File: config.mk
export PLATFORM = sky130hd
export DESIGN_NAME = uart_rx_oversample
export DESIGN_NICKNAME = d
export VERILOG_FILES = /design/src/rtl/uart_rx_oversample.sv
export SDC_FILE = /design/constraint.sdc
export NUM_CORES = 1
export LEC_CHECK = 0
export ABC_AREA = 1
export CAP_MARGIN = 10
export CORE_UTILIZATION = 55
export CTS_CLUSTER_SIZE = 24
export DETAILED_ROUTE_END_ITERATION = 16
export PLACE_DENSITY = 0.78
export SYNTH_ARGS = -nofsm -noshare
export SYNTH_HDL_FRONTEND = slang
export SYNTH_SLANG_ARGS = --single-unit
File: constraint.sdc
create_clock -name clk -period 2.1 [get_ports clk]
set_input_delay 0.525 -clock clk [delete_from_list [all_inputs] [get_ports clk]]
set_output_delay 0.525 -clock clk [all_outputs]
set_load 0.01 [all_outputs]
File: src/rtl/uart_rx_oversample.sv
// 16x oversampling UART receiver (8N1) with a single-byte holding register.
// Bits are resolved by 3-sample majority vote at ticks 7/8/9 of each bit period.
module uart_rx_oversample #(
  parameter int OS_DIV = 27
) (
  input  logic       clk,
  input  logic       rst,
  input  logic       rx,
  input  logic       rd_en,
  output logic [7:0] data_out,
  output logic       valid,
  output logic       frame_err,
  output logic       overrun,
  output logic       busy
);

  typedef enum logic [1:0] {IDLE, START, DATA, STOP} state_t;

  localparam int DW = (OS_DIV > 1) ? $clog2(OS_DIV) : 1;
  localparam logic [DW-1:0] DIV_LAST = DW'(OS_DIV - 1);

  state_t          state_q, state_d;
  logic [DW-1:0]   div_q, div_d;
  logic [3:0]      tick_idx_q, tick_idx_d;
  logic [2:0]      bit_cnt_q, bit_cnt_d;
  logic [7:0]      shreg_q, shreg_d;
  logic            s7_q, s7_d, s8_q, s8_d;
  logic            rx_meta_q, rx_meta_d, rx_s_q, rx_s_d, rx_prev_q, rx_prev_d;
  logic [1:0]      settle_q, settle_d;
  logic            armed_q, armed_d;
  logic [7:0]      data_q, data_d;
  logic            valid_q, valid_d;
  logic            frame_err_q, frame_err_d;
  logic            overrun_q, overrun_d;

  logic            tick, maj, deliver, rd_accept;

  always_ff @(posedge clk) begin
    if (!rst) begin
      state_q     <= IDLE;
      div_q       <= '0;
      tick_idx_q  <= '0;
      bit_cnt_q   <= '0;
      shreg_q     <= '0;
      s7_q        <= 1'b1;
      s8_q        <= 1'b1;
      rx_meta_q   <= 1'b1;
      rx_s_q      <= 1'b1;
      rx_prev_q   <= 1'b1;
      settle_q    <= '0;
      armed_q     <= 1'b0;
      data_q      <= '0;
      valid_q     <= 1'b0;
      frame_err_q <= 1'b0;
      overrun_q   <= 1'b0;
    end else begin
      state_q     <= state_d;
      div_q       <= div_d;
      tick_idx_q  <= tick_idx_d;
      bit_cnt_q   <= bit_cnt_d;
      shreg_q     <= shreg_d;
      s7_q        <= s7_d;
      s8_q        <= s8_d;
      rx_meta_q   <= rx_meta_d;
      rx_s_q      <= rx_s_d;
      rx_prev_q   <= rx_prev_d;
      settle_q    <= settle_d;
      armed_q     <= armed_d;
      data_q      <= data_d;
      valid_q     <= valid_d;
      frame_err_q <= frame_err_d;
      overrun_q   <= overrun_d;
    end
  end

  always_comb begin
    state_d     = state_q;
    div_d       = div_q;
    tick_idx_d  = tick_idx_q;
    bit_cnt_d   = bit_cnt_q;
    shreg_d     = shreg_q;
    s7_d        = s7_q;
    s8_d        = s8_q;
    data_d      = data_q;
    valid_d     = valid_q;
    overrun_d   = overrun_q;
    frame_err_d = 1'b0;
    deliver     = 1'b0;

    rx_meta_d = rx;
    rx_s_d    = rx_meta_q;
    rx_prev_d = rx_s_q;
    // rx_s only reflects the real line once the synchronizer has flushed its
    // reset value; arm start detection only after a genuine high is seen there.
    settle_d  = {settle_q[0], 1'b1};
    armed_d   = armed_q | (settle_q[1] & rx_s_q);

    tick = (div_q == DIV_LAST);
    maj  = (s7_q & s8_q) | (s7_q & rx_s_q) | (s8_q & rx_s_q);

    if (state_q == IDLE) begin
      div_d      = '0;
      tick_idx_d = '0;
      bit_cnt_d  = '0;
      if (armed_q && rx_prev_q && !rx_s_q) begin
        state_d = START;
      end
    end else begin
      div_d = tick ? '0 : div_q + 1'b1;
      if (tick) begin
        tick_idx_d = tick_idx_q + 1'b1;
        if (tick_idx_q == 4'd7) s7_d = rx_s_q;
        if (tick_idx_q == 4'd8) s8_d = rx_s_q;
      end
      case (state_q)
        START: begin
          if (tick && tick_idx_q == 4'd9 && maj) begin
            state_d    = IDLE;
            div_d      = '0;
            tick_idx_d = '0;
          end else if (tick && tick_idx_q == 4'd15) begin
            state_d = DATA;
          end
        end
        DATA: begin
          if (tick && tick_idx_q == 4'd9) begin
            shreg_d = {maj, shreg_q[7:1]};
          end
          if (tick && tick_idx_q == 4'd15) begin
            if (bit_cnt_q == 3'd7) begin
              state_d   = STOP;
              bit_cnt_d = '0;
            end else begin
              bit_cnt_d = bit_cnt_q + 1'b1;
            end
          end
        end
        STOP: begin
          if (tick && tick_idx_q == 4'd9) begin
            deliver     = maj;
            frame_err_d = ~maj;
            state_d     = IDLE;
            div_d       = '0;
            tick_idx_d  = '0;
          end
        end
        default: state_d = IDLE;
      endcase
    end

    rd_accept = rd_en & valid_q;
    if (deliver) begin
      if (!valid_q || rd_accept) begin
        data_d  = shreg_q;
        valid_d = 1'b1;
        if (rd_accept) overrun_d = 1'b0;
      end else begin
        overrun_d = 1'b1;
      end
    end else if (rd_accept) begin
      valid_d   = 1'b0;
      overrun_d = 1'b0;
    end
  end

  assign data_out  = data_q;
  assign valid     = valid_q;
  assign frame_err = frame_err_q;
  assign overrun   = overrun_q;
  assign busy      = (state_q != IDLE);

endmodule

==> results.yml <==
setup_path:
  setup.worst_path.end_class: "output port"
  rr_worst_depth: 9
  crit_path_max_fanout: 4
  reg2reg_to: "tick_idx_q[3]"
  reg2reg_from: "div_q[0]"
  worstPathArrival_ps: 1350
  reg2reg_slack_ps: 280
  required_ps: 1570
  path_class: "flop to output port"
  cp-start-kind: "flop"
layout:
  diodes: 0
  area_delta_synth_final_pct: 15.1
  layout_common_cells: "39 x dfxtp_1, 35 x nand2_1, 26 x a21oi_1, 25 x inv_1"
  nets: 256
  postLayoutCellArea_um2: 2030
  drive_above_1_share_pct: 9.17
  nFillCells: 279
  layout_commonest_cell: "dfxtp_1"
timing:
  finClkSkew_ps: 7.46
  fmax_mhz: 532
  fin_crit_ps: 1880
  rsz0062_at_grt: "no"
  post-route-period-util_pct: 89.5
  setup_violations: 0
  tightest_slew_ps: 539
  fin_setup_tns_ps: 0
  final_max_slew_viol_count: 0
  finalHoldViolations: 0
  max_slew_margin_pct: 63.7
synthesis:
  syn_area_per_cell_um2: 8.04
  yosysWarnings: 0
  synthArstFlopShare_pct: 0
  synthTopCellsByArea: "dfxtp_1 47%, ha_1 8.5%, nand2_1 7.5%"
  synth_nets: 235
  synthFlopType: "dfxtp_1"
  synth.distinct_cells: 26
  yosysSeqAreaShare_pct: 46.6
  synth_edf_count: 0
  synthesis.area_um2: 1760
  synth-seq-cells: 41
  syn_inst: 219
  yosysTopAreaCell: "dfxtp_1"
  synth_top_area_share_pct: 46.6
die:
  dieArea_um2: 3430
  rows: 20
  design.core.area_um2: 3050
  die_x_um: 58.6
  start_util_pct: 57.7
  die_h_um: 58.6
  pin_count: 16
clock_network:
  post_cts_buffers: 0
  clk_latency_ps: 340
  cts_buffers: 5
  clk_pin_slew_worst_paths_ps: 110
  post_cts_resize_count: 3
  clock_sinks: 41
  cts_hold_buf: 0
  cts_max_level: 2
  clockBufferDepth: 2
  cts_tree: "done"
  cts_root_buf: "clkbuf_4"
drt:
  drc: 0
  postRouteAntennaNets: 0
  drtPass1Iterations: 4
  routedWlPerCell_um: 10.6
  vias: 1386
  first_iter_violations: 56
  vias_per_cell: 4.88
  wirelength_mm: 3.01
power:
  peakVddDrop_uv: 415
  leakagePower_nw: 0.765
  p_per_area_nw_per_um2: 770
placement:
  place_area_um2: 1970
  routabilityCongestion: 0.788
  dp_hpwl_mm: 2.19
  portBuffers: 15
min_path:
  min_from: "settle_q[0]"
  holdPathStages: 2
  hold_path.class: "flop to flop"
  min_to: "settle_q[1]"
global_route:
  grt_max_degree: 17
  grt-ovfl-total: 0
  grt_pass1_wl_mm: 4.95
  grt_pass1_vias: 1122
  antenna_found_initial: 0
  track_usage_pct: 19.4
run_status:
  outcome: "finished clean"
run:
  cap_viol_max_count: 0
## through the flow
stage                     hold WS, ps  utilization, %  cells  setup WS [ps]  total power, mW
after CTS                         435            66.4    284            198             1.58
after detailed placement          410            64.6    277            254             1.20
after global placement            395            64.6    277            284             1.19
final                             427            66.4    284            221             1.56
after global routing              455            66.4    284           75.3             1.66
after floorplan                   390               -    219            593             1.09
## sequential cells by signal, indices dropped and copies added (netlist names), 2 cells and up
| name | flops |
|---|---|
| bit_cnt_q | 3 |
| shreg_q | 8 |
| div_q | 5 |
| data_out | 8 |
| tick_idx_q | 4 |
| settle_q | 2 |
| state_q | 2 |
## cell type report
class,instances,area (µm²),share of cell area (%)
multi-input cells,146,818,40.3
clock buffers,7,55.1,2.71
repair buffers,18,171,8.45
flip-flops and latches,41,823,40.6
well taps,44,55.1,2.71
inverters,28,105,5.18
## worst max-delay path, cell delays in order (launching register included)
cell	delay [ps]
dfxtp_2	370
inv_1	80
ha_1	220
inv_1	90
dlygate4sd2_1	270
## worst max-delay path by stage
stage	start	endpoint	slack, ps	cells past startpoint
after floorplan	div_q[0]	data_out[0]	590	9
after global placement	rst	tick_idx_q[0]	280	5
after detailed placement	state_q[0]	busy	250	4
after CTS	state_q[0]	busy	200	4
after global routing	div_q[0]	tick_idx_q[3]	80	9
final	state_q[0]	busy	220	4
## cell usage after synthesis, types with 3 or more instances
cell type,n
inv_1,25
o21ai_0,13
xor2_1,3
nor2_1,20
a21oi_1,26
ha_1,12
nand2_1,35
nor4_1,3
dfxtp_1,41
nand3_1,20
## cell families after synthesis
family / count (synthesis) / share of synthesized area [%]
adders and majority gates: 12 / 8.52
DFF: 41 / 46.6
buffers and inverters: 32 / 6.96
and+or+nand+nor: 88 / 23.6
AOI/OAI and AO/OA: 42 / 12.4
xor gates and xnor gates: 4 / 1.99
## per-layer routing
metal / share of wire, % / vias up / track usage (%)
met2: 44 / 22 / 29.9
li1: - / 752 / -
met1: 51 / 604 / 25.8
met5: 0 / - / 0
met4: 1.8 / 0 / 7.14
met3: 3.8 / 8 / 5.93
## report_power, final
part	internal [mW]	switching (mW)	leakage (nW)
Sequential	0.809	0.0272	0.333
Combinational	0.123	0.212	0.400
Clock	0.158	0.232	0.0314
Total	1.09	0.471	0.765
No activity file was read; power rests on OpenSTA's default activity.
